**src/rtl/counter_display_pkg.sv**
```systemverilog
// Shared constants, FSM encoding and segment decode for the counter display block.
// Segment patterns are active low, bit order {g,f,e,d,c,b,a}.
package counter_display_pkg;

    localparam int unsigned BCD_DIGITS = 5;
    localparam int unsigned BIN_WIDTH  = 16;

    localparam logic [6:0] SEG_0     = 7'h40;
    localparam logic [6:0] SEG_1     = 7'h79;
    localparam logic [6:0] SEG_2     = 7'h24;
    localparam logic [6:0] SEG_3     = 7'h30;
    localparam logic [6:0] SEG_4     = 7'h19;
    localparam logic [6:0] SEG_5     = 7'h12;
    localparam logic [6:0] SEG_6     = 7'h02;
    localparam logic [6:0] SEG_7     = 7'h78;
    localparam logic [6:0] SEG_8     = 7'h00;
    localparam logic [6:0] SEG_9     = 7'h10;
    localparam logic [6:0] SEG_BLANK = 7'h7F;
    localparam logic [6:0] SEG_DASH  = 7'h3F;

    typedef enum logic [1:0] {
        StIdle,
        StShift,
        StCommit
    } conv_state_e;

    function automatic logic [6:0] seg_decode(input logic [3:0] digit);
        logic [6:0] pattern;
        case (digit)
            4'd0:    pattern = SEG_0;
            4'd1:    pattern = SEG_1;
            4'd2:    pattern = SEG_2;
            4'd3:    pattern = SEG_3;
            4'd4:    pattern = SEG_4;
            4'd5:    pattern = SEG_5;
            4'd6:    pattern = SEG_6;
            4'd7:    pattern = SEG_7;
            4'd8:    pattern = SEG_8;
            4'd9:    pattern = SEG_9;
            default: pattern = SEG_BLANK;
        endcase
        return pattern;
    endfunction

endpackage

```
**src/rtl/bin2bcd_serial.sv**
```systemverilog
// Serial double-dabble converter: one add-3/shift step per clock, 16 steps per conversion.
// done pulses for one cycle in StCommit while bcd holds the finished result.
module bin2bcd_serial
    import counter_display_pkg::*;
(
    input  logic                      clk,
    input  logic                      reset_n,
    input  logic                      start,
    input  logic [BIN_WIDTH-1:0]      bin,
    output logic                      busy,
    output logic                      done,
    output logic [4*BCD_DIGITS-1:0]   bcd
);

    localparam int unsigned BcdW = 4 * BCD_DIGITS;
    localparam int unsigned SrW  = BcdW + BIN_WIDTH;

    conv_state_e    state_q, state_d;
    logic [SrW-1:0] sr_q, sr_d, sr_adj;
    logic [4:0]     cnt_q, cnt_d;

    // Add 3 to every BCD nibble >= 5 so the following shift carries correctly.
    always_comb begin
        sr_adj = sr_q;
        for (int i = 0; i < BCD_DIGITS; i++) begin
            if (sr_q[BIN_WIDTH + 4*i +: 4] >= 4'd5) begin
                sr_adj[BIN_WIDTH + 4*i +: 4] = sr_q[BIN_WIDTH + 4*i +: 4] + 4'd3;
            end
        end
    end

    always_comb begin
        state_d = state_q;
        sr_d    = sr_q;
        cnt_d   = cnt_q;
        unique case (state_q)
            StIdle: begin
                if (start) begin
                    sr_d    = {{BcdW{1'b0}}, bin};
                    cnt_d   = 5'(BIN_WIDTH);
                    state_d = StShift;
                end
            end
            StShift: begin
                sr_d  = sr_adj << 1;
                cnt_d = cnt_q - 5'd1;
                if (cnt_q == 5'd1) begin
                    state_d = StCommit;
                end
            end
            StCommit: begin
                state_d = StIdle;
            end
            default: begin
                state_d = StIdle;
            end
        endcase
    end

    always_ff @(posedge clk) begin
        if (!reset_n) begin
            state_q <= StIdle;
            sr_q    <= '0;
            cnt_q   <= '0;
        end else begin
            state_q <= state_d;
            sr_q    <= sr_d;
            cnt_q   <= cnt_d;
        end
    end

    assign busy = (state_q != StIdle);
    assign done = (state_q == StCommit);
    assign bcd  = sr_q[SrW-1 -: BcdW];

endmodule

```
**src/rtl/counter_display.sv**
```systemverilog
// Shows a 16-bit count on a 4-digit multiplexed seven-segment display.
// Detects value changes, converts serially to BCD, commits atomically and scans digits.
module counter_display
    import counter_display_pkg::*;
#(
    parameter int unsigned SCAN_DIV    = 2500,
    parameter bit          LZ_BLANK    = 1'b1,
    parameter int unsigned MAX_DISPLAY = 9999
) (
    input  logic        clk,
    input  logic        reset_n,
    input  logic [15:0] value,
    output logic [3:0]  an,
    output logic [6:0]  seg,
    output logic        dp,
    output logic [15:0] bcd,
    output logic        ovf,
    output logic        busy
);

    localparam int unsigned PrescW = (SCAN_DIV > 1) ? $clog2(SCAN_DIV) : 1;

    logic [15:0]            last_value_q;
    logic                   start;
    logic                   conv_busy;
    logic                   conv_done;
    logic [4*BCD_DIGITS-1:0] conv_bcd;
    logic [15:0]            bcd_q;
    logic                   ovf_q;
    logic [PrescW-1:0]      presc_q, presc_d;
    logic [1:0]             digit_q, digit_d;
    logic [3:0]             an_q, an_d;
    logic [6:0]             seg_q, seg_d;
    logic [3:0]             lz_mask;
    logic [3:0]             sel_nib;
    logic                   presc_tc;
    logic                   unused_msd;

    // Changes arriving while the converter is busy are picked up on the next idle edge.
    assign start = !conv_busy && (value != last_value_q);

    bin2bcd_serial u_bin2bcd (
        .clk     (clk),
        .reset_n (reset_n),
        .start   (start),
        .bin     (value),
        .busy    (conv_busy),
        .done    (conv_done),
        .bcd     (conv_bcd)
    );

    // Fifth nibble only matters for values above 9999, which display as dashes anyway.
    assign unused_msd = ^conv_bcd[4*BCD_DIGITS-1:16];

    always_comb begin
        presc_tc = (presc_q == PrescW'(SCAN_DIV - 1));
        presc_d  = presc_tc ? '0 : presc_q + PrescW'(1);
        digit_d  = presc_tc ? digit_q + 2'd1 : digit_q;
        an_d     = ~(4'b0001 << digit_d);
        sel_nib  = bcd_q[{digit_d, 2'b00} +: 4];

        // lz_mask[i]: digit i and all digits above it are zero; digit 0 is never blanked.
        lz_mask[3] = (bcd_q[15:12] == 4'd0);
        lz_mask[2] = lz_mask[3] && (bcd_q[11:8] == 4'd0);
        lz_mask[1] = lz_mask[2] && (bcd_q[7:4] == 4'd0);
        lz_mask[0] = 1'b0;

        if (ovf_q) begin
            seg_d = SEG_DASH;
        end else if (LZ_BLANK && lz_mask[digit_d]) begin
            seg_d = SEG_BLANK;
        end else begin
            seg_d = seg_decode(sel_nib);
        end
    end

    always_ff @(posedge clk) begin
        if (!reset_n) begin
            last_value_q <= '0;
            bcd_q        <= '0;
            ovf_q        <= 1'b0;
            presc_q      <= '0;
            digit_q      <= '0;
            an_q         <= 4'b1111;
            seg_q        <= SEG_BLANK;
        end else begin
            if (start) begin
                last_value_q <= value;
            end
            if (conv_done) begin
                bcd_q <= conv_bcd[15:0];
                ovf_q <= (32'(last_value_q) > MAX_DISPLAY);
            end
            presc_q <= presc_d;
            digit_q <= digit_d;
            an_q    <= an_d;
            seg_q   <= seg_d;
        end
    end

    assign an   = an_q;
    assign seg  = seg_q;
    assign dp   = 1'b1;
    assign bcd  = bcd_q;
    assign ovf  = ovf_q;
    assign busy = conv_busy;

endmodule

```
**config.mk**
```make
export PLATFORM = sky130hd
export DESIGN_NAME = counter_display
export DESIGN_NICKNAME = d
export VERILOG_FILES = /design/src/rtl/counter_display_pkg.sv /design/src/rtl/bin2bcd_serial.sv /design/src/rtl/counter_display.sv
export SDC_FILE = /design/constraint.sdc
export NUM_CORES = 1
export LEC_CHECK = 0
export CORE_ASPECT_RATIO = 0.7
export CORE_MARGIN = 3
export CORE_UTILIZATION = 52
export DETAILED_ROUTE_END_ITERATION = 10
export GPL_TIMING_DRIVEN = 0
export PLACE_DENSITY = 0.77
export SETUP_SLACK_MARGIN = 0.3
export SLEW_MARGIN = 25
export SYNTH_ARGS = -nofsm -noshare
export SYNTH_HDL_FRONTEND = slang
export SYNTH_HIERARCHICAL = 1
export SYNTH_SLANG_ARGS = --single-unit
```
**constraint.sdc**
```tcl
create_clock -name clk -period 2.9 [get_ports clk]
set_clock_uncertainty 0.15 [all_clocks]
set_input_delay 0.435 -clock clk [delete_from_list [all_inputs] [get_ports clk]]
set_output_delay 0.435 -clock clk [all_outputs]
set_load 0.005 [all_outputs]
```
==> reports/summary.txt, run 1 <==
Post-Syn Area = 0.004827 mm²
I/O pin count = 48
Number of remaining DRC errors = 0
Final Wtd Congestion = 0.9260
Pins Over Slew Limit = 0
Crit Path Category = flip-flop to flip-flop
Initial DRC count = 357
Number of H-tree levels = 3
DIE AREA = 0.01049 mm²
Syn nets = 571
Arrival time of the worst setup path = 2.90 ns
Maximum clock rate = 359.2 MHz
Power, Total = 0.003105 W
Cell area after layout = 0.006162 mm²
Worst Hold Slack = 0.3132 ns
WP data required = 3.01 ns
DR vias = 4273
Fillcell total = 628
DP Worst Slack = -0.4000 ns
Layout area overhead = 27.66%
Area after DPL = 0.005466 mm²
Cts hold-fix bufs = 0
MaxCap Viol Count = 0
Row count = 28
Drt total wl = 12460 µm
CP Launch Type = flip-flop
First-pass GRT wire length = 20150 µm
Crit path max fanout = 7
GRT overflow = 0
Worst skew pair latency = 0.35 ns
Post-Syn Instances = 542
Die X = 121.2 µm
Vias in the first global route = 4089
Maximum VDD drop = 336.5 µV
Fin crit share = 96.01%
CTS buffer count = 9
Die Y = 86.61 µm
Starting Density = 55.34%
Final Hold Viols = 0
GRT Overall Usage = 24.15%
Layout cell share with drive strength beyond 1 = 16.16%
Final #Nets = 649
Largest net degree at the start of global routing = 17
Status = complete, no violations
PortBufs = 46
Util after Layout = 70.64%
Final setup fails = 0
Final WS setup = 0.1156 ns
Pwr/cell area = 503.9 mW/mm²
Average cell area after synthesis = 8.906 µm²
Synth Warn # = 6
Final worst path period need = 2.784 ns
Vias per inst = 5.736
Initial antenna violation count = 0
Clock Sinks = 97
Slew HR = 64.37%
Reg clk slew, reported paths = 0.07 ns
ANT nets after route = 0
HPWL after DPL = 8600 µm
Crit. End Element = flip-flop
Routed length per instance = 16.73 µm
N_diodes = 0
CTS tree = done
CTS max path bufs = 2
Hold Path Class = input pin to flip-flop
Core area = 0.008723 mm²
Lkg Pwr = 2.439 nW
Least-Margin Pin Slew = 0.5295 ns
RSZ-0062 raised after global routing = true
DRT Pass-1 Iters = 5
Root Driver = clkbuf_16
## critical path: stages (launching register included)
cell	delay, ns
dfxtp_4	0.36
ha_4	0.13
or4b_4	0.51
or3_4	0.41
a21oi_4	0.30
buf_6	0.15
o221ai_4	0.15
and2_4	0.21
o21a_1	0.12
o31ai_2	0.22
## cell type report
class	instances	area, µm²	share of cell area, %
plain buffers	32	196.4	3.188
flip-flops and latches	97	1949	31.63
inverters	13	48.80	0.7919
clock buffers	11	252.7	4.102
multi-input cells	400	2864	46.48
well taps	120	150.1	2.437
clock inverters	5	37.54	0.6091
repair buffers	67	663.1	10.76
## report_power, final
part           switching, W  internal (W)  total [W]
registers         0.0000621       0.00141    0.00147
logic              0.000265      0.000222   0.000487
clock network      0.000517      0.000631    0.00115
## worst paths after layout
kind                                      endpoint  slack, ns  cells after the start          startpoint
worst max-delay path                        seg[0]       0.12                      9          presc_q[1]
worst min-delay path               last_value_q[8]       0.31                      3            value[8]
worst max register to register              seg[0]       0.12                      9          presc_q[1]
worst min register to register  u_bin2bcd/sr_q[29]       0.31                      2  u_bin2bcd/sr_q[29]
## cells in the final DEF, fill, tap and decap left out, types with 9 or more instances in the layout
master	instances
a21oi_1	28
buf_4	22
clkbuf_1	12
clkbuf_16	9
clkdlybuf4s50_1	33
dfxtp_1	95
ha_1	10
inv_1	12
mux2i_1	34
nand2_1	24
nand2b_1	12
nand3_1	13
nor2_1	80
nor2b_1	36
o21ai_0	17
o221ai_1	15
xor2_1	27
## layer usage
layer	GRT usage [%]	part of all wire (%)	vias to the layer above
li1	-	-	2041
met1	33.16	46	2030
met2	38.00	45	172
met3	6.067	6.8	30
met4	6.816	2.0	0
met5	0	0	-
## what timing repair did
action / in CTS / in global routing
setup endpoints to repair: 45 / 45
buffers inserted: 17 / 3
resized for setup: 32 / 34
pin swaps: 17 / 16
gates cloned: 1 / 0
## flip-flops by register name (all words and copies together), names as in the netlist
register           count
an                     4
bcd                   16
digit_q                2
last_value_q          16
ovf                    1
presc_q               12
seg                    7
u_bin2bcd/cnt_q        5
u_bin2bcd/sr_q        32
u_bin2bcd/state_q      2
## per-stage QoR
stage / TNS [ns] / cells
4_1_cts: 0 / 742
3_3_place_gp: -5.409 / 708
2_1_floorplan: 0 / 542
6_report: 0 / 745
3_5_place_dp: -6.998 / 708
5_1_grt: 0 / 745
Power figures use the tool's default switching activity.
==> inputs of run 2 (changes only) <==
--- a/config.mk
+++ b/config.mk
@@ -6,7 +6,7 @@
 export NUM_CORES = 1
 export LEC_CHECK = 0
 export CORE_ASPECT_RATIO = 0.7
-export CORE_MARGIN = 3
+export CORE_MARGIN = 2
 export CORE_UTILIZATION = 52
 export DETAILED_ROUTE_END_ITERATION = 10
 export GPL_TIMING_DRIVEN = 0
==> run 2 against run 1 <==
  * Count of clock-buffer cells in the layout up 1
  * First-iteration DRC count up 25%
  * Sequential share of layout area about the same
  * Wire length up 3.4%
  * Critical path depth up 1
  * Combinational power about the same
  * Final cell count up 0.40%
  * Sequential power about the same
  * Final area about the same
  * Global-route usage up 1.7 points
  * Worst setup slack worse by 0.026 ns
  * Highest routed layer unchanged
==> reports/summary.txt, run 2 (synthesis results as in run 1) <==
Vias in the first global route = 3999 (-2.2%)
Hold path endpoint = u_bin2bcd/sr_q[17]
Arrival time of the worst setup path = 2.93 ns (+0.03 ns)
Worst R2R Setup Slack = 0.09 ns (-0.03 ns)
GRT Overall Usage = 25.81% (+1.7 points)
Slew HR = 65.63% (+1.3 points)
CTS max path bufs = 2 (unchanged)
CTS buffer count = 9 (unchanged)
TNS Setup = 0 ns (unchanged)
Inst Count DP = 712 (+0.56%)
Flip-flop count of the largest register after layout = 32 (unchanged)
Worst r2r src = presc_q[0]
Cts hold-fix bufs = 0 (unchanged)
Internal power = 0.002543 W (+12%)
DP Worst Slack = -0.3532 ns (+0.04680 ns)
Root Driver = clkbuf_16
N_diodes = 0 (unchanged)
Lkg Pwr = 2.431 nW (-0.33%)
RSZ-0062 raised after global routing = true
Die Y = 84.61 µm (-2.3%)
Fillcell total = 683 (+8.8%)
DR vias = 4276 (+0.070%)
Maximum VDD drop = 367.7 µV (+9.3%)
Layout area overhead = 27.73% (about the same)
Reg clk slew, reported paths = 0.07 ns (about the same)
Final setup fails = 0 (unchanged)
HPWL after DPL = 8424 µm (-2.0%)
Routed length per instance = 17.23 µm (+3.0%)
Crit path max fanout = 6 (-1)
DRT Pass-1 Iters = 5 (unchanged)
Vias per inst = 5.717 (-0.33%)
Row count = 29 (+3.6%)
Pwr/cell area = 548.2 mW/mm² (+8.8%)
Clock power frac = 42.1% (+5.1 points)
Final Hold Viols = 0 (unchanged)
Drt total wl = 12890 µm (+3.4%)
Sw power = 0.0008376 W (-0.79%)
I/O pin count = 48 (unchanged)
Final WS setup = 0.08979 ns (-0.02586 ns)
Non-Filler Instances = 748 (+0.40%)
Initial DRC count = 447 (+25%)
Status = complete, no violations
Hold path depth = 2 (-1)
Worst skew pair latency = 0.34 ns (about the same)
Initial antenna violation count = 0 (unchanged)
Reg2Reg Depth = 10 (+1)
Crit Path Category = flip-flop to flip-flop
Number of remaining DRC errors = 0 (unchanged)
Number of H-tree levels = 3 (unchanged)
Final worst path period need = 2.810 ns (+0.02586 ns)
Fin crit share = 96.90% (+0.89 points)
Commonest non-fill, non-tap cell in the layout = dfxtp_1
Pins Over Slew Limit = 0 (unchanged)
PortBufs = 46 (unchanged)
Biggest register = u_bin2bcd/sr_q
Worst Hold Slack = 0.3417 ns (+0.02845 ns)
Reg power frac = 43.5% (-3.8 points)
Capturing point of the worst reg2reg path = seg[6]
Die X = 119.2 µm (-1.7%)
Switch share = 24.78% (-2.4 points)
Most frequent cells in the layout = dfxtp_1 (95), nor2_1 (81), nor2b_1 (36), mux2i_1 (34), clkdlybuf4s50_1 (32)
Starting Density = 53.43% (-1.9 points)
DIE AREA = 0.01008 mm² (-3.9%)
CTS tree = done
Cell area after layout = 0.006166 mm² (about the same)
Final #Nets = 648 (-0.15%)
Core area = 0.009035 mm² (+3.6%)
MaxCap Viol Count = 0 (unchanged)
Maximum clock rate = 355.8 MHz (-0.92%)
ANT nets after route = 0 (unchanged)
GRT overflow = 0 (unchanged)
Start point of the worst hold path = u_bin2bcd/sr_q[17]
First-pass GRT wire length = 20490 µm (+1.7%)
Clock Sinks = 97 (unchanged)
Largest net degree at the start of global routing = 16 (-1)
Layout cell share with drive strength beyond 1 = 15.54% (-0.62 points)
CP Launch Type = flip-flop
Area after DPL = 0.005472 mm² (about the same)
Crit. End Element = flip-flop
Least-Margin Pin Slew = 0.5155 ns (-0.01405 ns)
Hold Path Class = flip-flop to flip-flop
Share of power burned in combinational logic = 14.3% (-1.4 points)
WP data required = 3.02 ns (about the same)
Final Wtd Congestion = 0.8864 (-4.3%)
-- run 2: layer usage --
metal | track usage, % | vias to the layer above | wire length (µm)
li1 | - | 2032 | -
met1 | 36.39 | 2064 | 6091
met2 | 40.65 | 159 | 5877
met3 | 5.842 | 21 | 698
met4 | 5.519 | 0 | 220
met5 | 0 | - | 0
-- run 2: metrics by stage --
step | total power [W] | util, %
finish | 0.003380 | 68.25
global route | 0.003528 | 68.25
CTS | 0.003371 | 66.81
detailed placement | 0.001936 | 60.56
global placement | 0.001921 | 60.56
floorplan | 0.001797 | -
-- run 2: final cells by class --
type	count	area (µm²)	area share [%]
flip-flops and latches	97	1949	31.62
clock buffers	12	266.5	4.322
plain buffers	32	198.9	3.226
inverters	13	48.80	0.7914
repair buffers	66	615.6	9.984
clock inverters	4	97.59	1.583
well taps	124	155.1	2.516
multi-input cells	400	2834	45.96
-- run 2: power by group through the flow --
| stage | logic, W | registers [W] | clock network [W] |
|---|---|---|---|
| after global placement | 0.000426 | 0.00149 | 0 |
| final | 0.000484 | 0.00147 | 0.00142 |
| after floorplan | 0.000313 | 0.00148 | 0 |
| after detailed placement | 0.000436 | 0.00150 | 0 |
| after global routing | 0.000527 | 0.00148 | 0.00152 |
| after CTS | 0.000462 | 0.00147 | 0.00144 |
-- run 2: worst max path at each step --
stage,cells after the start,slack (ns),start,to
final,10,0.09,presc_q[0],seg[6]
after global routing,10,0.009,presc_q[0],seg[6]
after CTS,9,0.13,presc_q[0],seg[0]
after detailed placement,13,-0.35,value[0],u_bin2bcd/sr_q[20]
after global placement,13,-0.31,value[0],u_bin2bcd/sr_q[20]
after floorplan,9,0.32,presc_q[0],seg[0]
-- run 2: what timing repair did --
item / CTS / global route
setup buffers: 13 / 6
pin swaps: 14 / 9
gates resized for setup: 32 / 26
endpoints found under the setup margin: 48 / 42
cloned: 1 / 0
-- run 2: critical path: stages, from the launching register on --
cell and delay [ns]:
dfxtp_4 0.36, ha_4 0.14, or4b_4 0.54, or3_4 0.43
a21oi_4 0.25, buf_6 0.14, o221ai_4 0.15, buf_4 0.20
nor3_2 0.17, nor2_1 0.05, a22oi_1 0.14
